`src/rtl/cam_pkg.sv`:
```
// Shared CAM access definitions: sequencer states, opcodes, default word width.
// Latency: n/a (types and constants only).
// Backpressure: n/a.
package cam_pkg;

  localparam int CAM_WIDTH = 8;

  typedef enum logic [2:0] {
    ST_IDLE     = 3'd0,
    ST_WR_SETUP = 3'd1,
    ST_WR_PULSE = 3'd2,
    ST_WR_HOLD  = 3'd3,
    ST_PRECH    = 3'd4,
    ST_EVAL     = 3'd5,
    ST_DONE     = 3'd6
  } state_t;

  localparam logic [1:0] OP_WRITE  = 2'b00;
  localparam logic [1:0] OP_SEARCH = 2'b01;
  localparam logic [1:0] OP_INVAL  = 2'b10;
  localparam logic [1:0] OP_RSVD   = 2'b11;

  // Phase lengths live in 3-bit counters; a zero length would never expire, so it runs as one cycle.
  function automatic logic [2:0] phase_len(input int cyc);
    logic [2:0] len;
    if (cyc <= 0) len = 3'd1;
    else          len = cyc[2:0];
    return len;
  endfunction

endpackage

```
`src/rtl/wl_decoder2x4.sv`:
```
// Row decoder: 2-bit row address plus enable to one-hot wordline vector.
// Latency: combinational.
// Backpressure: none.
module wl_decoder2x4 (
  input  logic [1:0] addr_i,
  input  logic       en_i,
  output logic [3:0] wl_o
);

  // Exactly one wordline when enabled, none otherwise.
  always_comb begin
    wl_o = 4'b0000;
    if (en_i) wl_o[addr_i] = 1'b1;
  end

endmodule

```
`src/rtl/cam_access_ctrl.sv`:
```
// CAM access sequencer: write pulse timing, matchline precharge/evaluate, row-valid tracking.
// Latency: write 3+PW_CYC, search 1+PRE_CYC+EVAL_CYC, invalidate/reserved 1 cycle to ACK.
// Backpressure: REQ is sampled only in IDLE; requests while BUSY are dropped.
module cam_access_ctrl
  import cam_pkg::*;
#(
  parameter int WIDTH    = CAM_WIDTH,
  parameter int PW_CYC   = 2,
  parameter int PRE_CYC  = 1,
  parameter int EVAL_CYC = 2
) (
  input  logic             CLK,
  input  logic             RST_N,
  input  logic             REQ,
  input  logic [1:0]       OP,
  input  logic [1:0]       ADDR,
  input  logic [WIDTH-1:0] DATA,
  output logic             ACK,
  output logic             BUSY,
  output logic [3:0]       WL,
  output logic [WIDTH-1:0] BL_DATA,
  output logic             WR_EN,
  output logic             PRE,
  output logic             SL_EN,
  output logic [WIDTH-1:0] SL_DATA,
  input  logic [3:0]       ML,
  output logic [3:0]       MATCH_VEC,
  output logic             HIT,
  output logic [1:0]       HIT_ADDR
);

  localparam logic [2:0] PW_LEN   = phase_len(PW_CYC);
  localparam logic [2:0] PRE_LEN  = phase_len(PRE_CYC);
  localparam logic [2:0] EVAL_LEN = phase_len(EVAL_CYC);

  state_t           state_q;
  logic [2:0]       cnt_q;
  logic [1:0]       addr_q;
  logic [WIDTH-1:0] key_q;
  logic [3:0]       valid_q;
  logic             ack_q;
  logic             busy_q;
  logic             wl_en_q;
  logic [WIDTH-1:0] bl_q;
  logic             wr_en_q;
  logic             pre_q;
  logic             sl_en_q;
  logic [WIDTH-1:0] sl_q;
  logic [3:0]       match_vec_q;
  logic             hit_q;
  logic [1:0]       hit_addr_q;

  logic [3:0]       match_d;
  logic             hit_d;
  logic [1:0]       hit_addr_d;

  // Mask raw matchlines with row-valid bits and pick the lowest matching row.
  always_comb begin
    match_d    = ML & valid_q;
    hit_d      = |match_d;
    hit_addr_d = 2'd0;
    for (int i = 3; i >= 0; i--) begin
      if (match_d[i]) hit_addr_d = 2'(i);
    end
  end

  // Sequencer: state, phase counter and every array-facing output registered together.
  always_ff @(posedge CLK or negedge RST_N) begin
    if (!RST_N) begin
      state_q     <= ST_IDLE;
      cnt_q       <= 3'd0;
      addr_q      <= 2'd0;
      key_q       <= '0;
      valid_q     <= 4'b0000;
      ack_q       <= 1'b0;
      busy_q      <= 1'b0;
      wl_en_q     <= 1'b0;
      bl_q        <= '0;
      wr_en_q     <= 1'b0;
      pre_q       <= 1'b0;
      sl_en_q     <= 1'b0;
      sl_q        <= '0;
      match_vec_q <= 4'b0000;
      hit_q       <= 1'b0;
      hit_addr_q  <= 2'd0;
    end else begin
      ack_q <= 1'b0;
      case (state_q)
        ST_IDLE: begin
          if (REQ) begin
            addr_q <= ADDR;
            key_q  <= DATA;
            busy_q <= 1'b1;
            case (OP)
              OP_WRITE: begin
                state_q <= ST_WR_SETUP;
                wl_en_q <= 1'b1;
                bl_q    <= DATA;
              end
              OP_SEARCH: begin
                state_q <= ST_PRECH;
                pre_q   <= 1'b1;
                cnt_q   <= PRE_LEN;
              end
              OP_INVAL: begin
                state_q       <= ST_DONE;
                ack_q         <= 1'b1;
                valid_q[ADDR] <= 1'b0;
              end
              default: begin
                // Reserved opcode: complete with no side effect.
                state_q <= ST_DONE;
                ack_q   <= 1'b1;
              end
            endcase
          end
        end
        ST_WR_SETUP: begin
          state_q <= ST_WR_PULSE;
          wr_en_q <= 1'b1;
          cnt_q   <= PW_LEN;
        end
        ST_WR_PULSE: begin
          if (cnt_q == 3'd1) begin
            state_q <= ST_WR_HOLD;
            wr_en_q <= 1'b0;
          end else begin
            cnt_q <= cnt_q - 3'd1;
          end
        end
        ST_WR_HOLD: begin
          state_q         <= ST_DONE;
          wl_en_q         <= 1'b0;
          bl_q            <= '0;
          valid_q[addr_q] <= 1'b1;
          ack_q           <= 1'b1;
        end
        ST_PRECH: begin
          if (cnt_q == 3'd1) begin
            state_q <= ST_EVAL;
            pre_q   <= 1'b0;
            sl_en_q <= 1'b1;
            sl_q    <= key_q;
            cnt_q   <= EVAL_LEN;
          end else begin
            cnt_q <= cnt_q - 3'd1;
          end
        end
        ST_EVAL: begin
          if (cnt_q == 3'd1) begin
            // Matchlines are captured on the final evaluate edge only.
            state_q     <= ST_DONE;
            sl_en_q     <= 1'b0;
            sl_q        <= '0;
            ack_q       <= 1'b1;
            match_vec_q <= match_d;
            hit_q       <= hit_d;
            hit_addr_q  <= hit_addr_d;
          end else begin
            cnt_q <= cnt_q - 3'd1;
          end
        end
        ST_DONE: begin
          state_q <= ST_IDLE;
          busy_q  <= 1'b0;
        end
        default: begin
          state_q <= ST_IDLE;
          busy_q  <= 1'b0;
        end
      endcase
    end
  end

  wl_decoder2x4 u_wl_dec (
    .addr_i (addr_q),
    .en_i   (wl_en_q),
    .wl_o   (WL)
  );

  assign ACK       = ack_q;
  assign BUSY      = busy_q;
  assign BL_DATA   = bl_q;
  assign WR_EN     = wr_en_q;
  assign PRE       = pre_q;
  assign SL_EN     = sl_en_q;
  assign SL_DATA   = sl_q;
  assign MATCH_VEC = match_vec_q;
  assign HIT       = hit_q;
  assign HIT_ADDR  = hit_addr_q;

endmodule

```
`config.mk`:
```
export PLATFORM = sky130hd
export DESIGN_NAME = cam_access_ctrl
export DESIGN_NICKNAME = d
export VERILOG_FILES = /design/src/rtl/cam_pkg.sv /design/src/rtl/wl_decoder2x4.sv /design/src/rtl/cam_access_ctrl.sv
export SDC_FILE = /design/constraint.sdc
export NUM_CORES = 1
export LEC_CHECK = 0
export ABC_AREA = 0
export CORE_MARGIN = 1.5
export CORE_UTILIZATION = 50
export DETAILED_ROUTE_END_ITERATION = 10
export DONT_BUFFER_PORTS = 1
export PLACE_DENSITY_LB_ADDON = 0.2
export SYNTH_ARGS = -nofsm -noshare
export SYNTH_HDL_FRONTEND = slang
export SYNTH_SLANG_ARGS = --single-unit
```
`constraint.sdc`:
```
create_clock -name CLK -period 3.7 [get_ports CLK]
set_input_delay 0.74 -clock CLK [delete_from_list [all_inputs] [get_ports CLK]]
set_output_delay 0.74 -clock CLK [all_outputs]
set_load 0.005 [all_outputs]
```
==> flow_summary_export.csv <==
group,metric,value,unit
synthesis,synth_common_cells,"dfrtp_1 (49), nand2_1 (37), o21ai_0 (17)",
synthesis,synth_most_common_cell,"dfrtp_1",
final_layout,syn2layout_area_growth,4.91,%
final_layout,drive_above_1_share,0.0881,
synthesis,synthFlopType,"dfrtp_1",
setup_path,critical_path_buf_inv_count,2,
drt,first_pass_iters,7,
clock_tree,clock_latency,0.30,ns
pwr,power,2100,uW
synthesis,yosysTopAreaCell,"dfrtp_1",
synthesis,synth-compound-area-share,0.198,
sta,setup_violations,0,
drt,routed_via_density,5.96,
global_routing,grt_max_degree,50,
pwr,vdd_ir_drop_max,405,uV
drt,routedWlPerCell,16.6,um
synthesis,synth.yosys.seq_area_share,0.518,
floorplanning,start_util,0.533,
synthesis,synth-simple-area-share,0.157,
clock_tree,cts.sinks,49,
synthesis,synth_xor_area_frac,0.00370,
setup_path,r2r_slack,1.40,ns
setup_path,end_kind,"flip-flop",
global_routing,grt_pass1_wl,7730,um
pwr,power_density,843,mW/mm2
global_routing,grt-ovfl-total,0,
sta,fin_crit_sh,0.621,
sta,drv_slew,0,
synthesis,synth-edff-count,0,
synthesis,synth_nets,254,
synthesis,ys_seq_elements,49,
synthesis,synth_cell_type_count,49,
drt,vias,1664,
sta,hold_violations,0,
global_routing,grt_usage,0.196,
floorplanning,fp.coreArea,0.00444,mm2
clock_tree,clk_pin_slew_worst_paths,0.10,ns
final_layout,final_area,0.00248,mm2
sta,rsz0062_at_grt,"no",
final_layout,final_net_count,249,
drt,first_iter_violations,145,
drt,drc,1,
floorplanning,die_area,0.00516,mm2
floorplanning,core.rowCount,24,
clock_tree,cts_root_buf,"clkbuf_8",
synthesis,muxShareOfSynthArea,0.0597,
setup_path,timing.rr.start,"state_q[2]",
synthesis,synth_area,0.00237,mm2
synthesis,yosysWarnings,0,
setup_path,critical_path_class,"flip-flop to flip-flop",
pwr,p_leak,0.00107,uW
synthesis,avgSynthCellArea,10.3,um2
clock_tree,cts_tree,"built",
setup_path,cp_num_cells,6,
synthesis,synth_fa_ha_area_frac,0.0211,
final_layout,num_antenna_cells,0,
sta,fin_setup_tns,0,ns
drt,wirelength,4630,um
place,dp_hpwl,3180,um
setup_path,rr_endpoint,"cnt_q[0]",
run_status,status,"complete, but fails checks",
global_routing,grt_pass1_vias,1586,
hold_path,hold_class,"input port to async pin",
synthesis,netlist_instances,231,
place,port_buffers,0,
setup_path,max_stage_delay,0.76,ns
clock_tree,h-tree-depth,2,
setup_path,arrival,2.50,ns
setup_path,crit_chain,"clkinv_1 -> ha_1 -> inv_1 -> a221o_1 -> a22oi_4 -> mux2_4",
sta,fmax,435,MHz
place,dpl_cell_area,0.00237,mm2
synthesis,synthTopCellsByArea,"dfrtp_1 (52%), nand2_1 (5.9%), o21ai_0 (3.6%), a22o_1 (3.3%), mux2_2 (2.9%)",
setup_path,slowest_stage,"dfrtp_1",
global_routing,antenna_found_initial,0,
floorplanning,die_y,71.8,um
synthesis,synth_top_family_by_area,"compound AO/OA/AOI/OAI gates",
setup_path,reg2reg_depth,6,
sta,skew,0.00751,ns
place,gp_congestion,0.880,
setup_path,path_delay_family,"flip-flops",
setup_path,cp_max_fo,23,
run_status,violations,"design-rule violations",
clock_tree,postCtsHoldBufs,0,
flow_run,drv_cap,0,
setup_path,critPathRequiredTime,3.90,ns
synthesis,synthArstFlopShare,1.00,
floorplanning,die_w,71.8,um
floorplanning,ioPinCount,51,
sta,period_needed,2.30,ns
clock_tree,post_cts_buffers,0,
sta,worst_pin_slew,0.640,ns
clock_tree,cts_buffer_depth,2,
clock_tree,cts_resized,0,
final_layout,final_util,0.559,
setup_path,cp-start-kind,"flip-flop",
drt,ant_nets,0,
sta,slew_headroom,0.574,
synthesis,yosys.area.top_type_share,0.518,
clock_tree,cts_buffers,5,
[state kept, by name, indices dropped and copies added, names as in the netlist, 2 cells and up]
name       flops
addr_q         2
cnt_q          3
valid_q        4
MATCH_VEC      4
SL_DATA        8
state_q        3
HIT_ADDR       2
BL_DATA        8
key_q          8
[where the power goes]
group / total, uW / leakage, uW / internal [uW] / switching (uW)
registers: 971 / 0.000628 / 750 / 221
logic: 731 / 0.000387 / 347 / 384
clock network: 394 / 0.0000591 / 206 / 187
total: 2100 / 0.00107 / 1300 / 793
[placed cells by master, fill, tap and decap left out, types with 2 or more instances in the layout]
cell	count
a21o_1	2
a21oi_1	10
inv_6	2
o21ai_0	17
mux2_1	3
inv_1	9
o31ai_1	3
nand2b_1	2
mux2_4	2
a211oi_1	4
a41oi_1	5
nand3_1	3
and2_1	2
nor3b_1	2
nor3_1	2
and3_1	2
nand2_1	37
nor2b_1	3
dfrtp_1	49
mux2_2	6
a311oi_1	2
clkbuf_8	5
a22o_1	9
o21ai_1	3
ha_1	4
nor2_1	16
[metrics by stage]
step                      hold WS (ns)  setup WS [ns]  cells
after floorplan                  0.444           1.76    231
after global placement           0.446           1.47    271
after detailed placement         0.446           1.44    271
after CTS                        0.104           1.43    279
after global routing            0.0924           1.25    279
final                            0.117           1.40    279
[layer usage]
layer	share of wire	GRT usage	up-vias
met4	0.016	0.0755	0
li1	-	-	812
met3	0.042	0.0506	7
met2	0.47	0.274	34
met5	0	0	-
met1	0.47	0.293	811
[cells by family after synthesis]
| group | count (synthesis) |
|---|---|
| AND/OR/NAND/NOR | 77 |
| AO/OA/AOI/OAI | 66 |
| flip-flops | 49 |
| buffers and inverters | 22 |
| multiplexers | 12 |
| adder cells (fa/ha/maj) | 4 |
| XOR/XNOR | 1 |
[worst max-delay path by stage]
stage	to	slack [ns]	from
after floorplan	cnt_q[0]	1.76	state_q[1]
after global placement	cnt_q[2]	1.47	state_q[2]
after detailed placement	cnt_q[0]	1.44	state_q[2]
after CTS	cnt_q[0]	1.43	state_q[2]
after global routing	HIT_ADDR[0]	1.25	cnt_q[1]
final	cnt_q[0]	1.40	state_q[2]
[final cells by class]
type	count	area [um2]
multi-input cells	160	1040
flip-flops and latches	49	1230
fillers	396	1960
clock inverters	3	47.5
inverters	10	37.5
clock buffers	5	68.8
well taps	52	65.1
No activity file was read; power rests on OpenSTA's default activity.
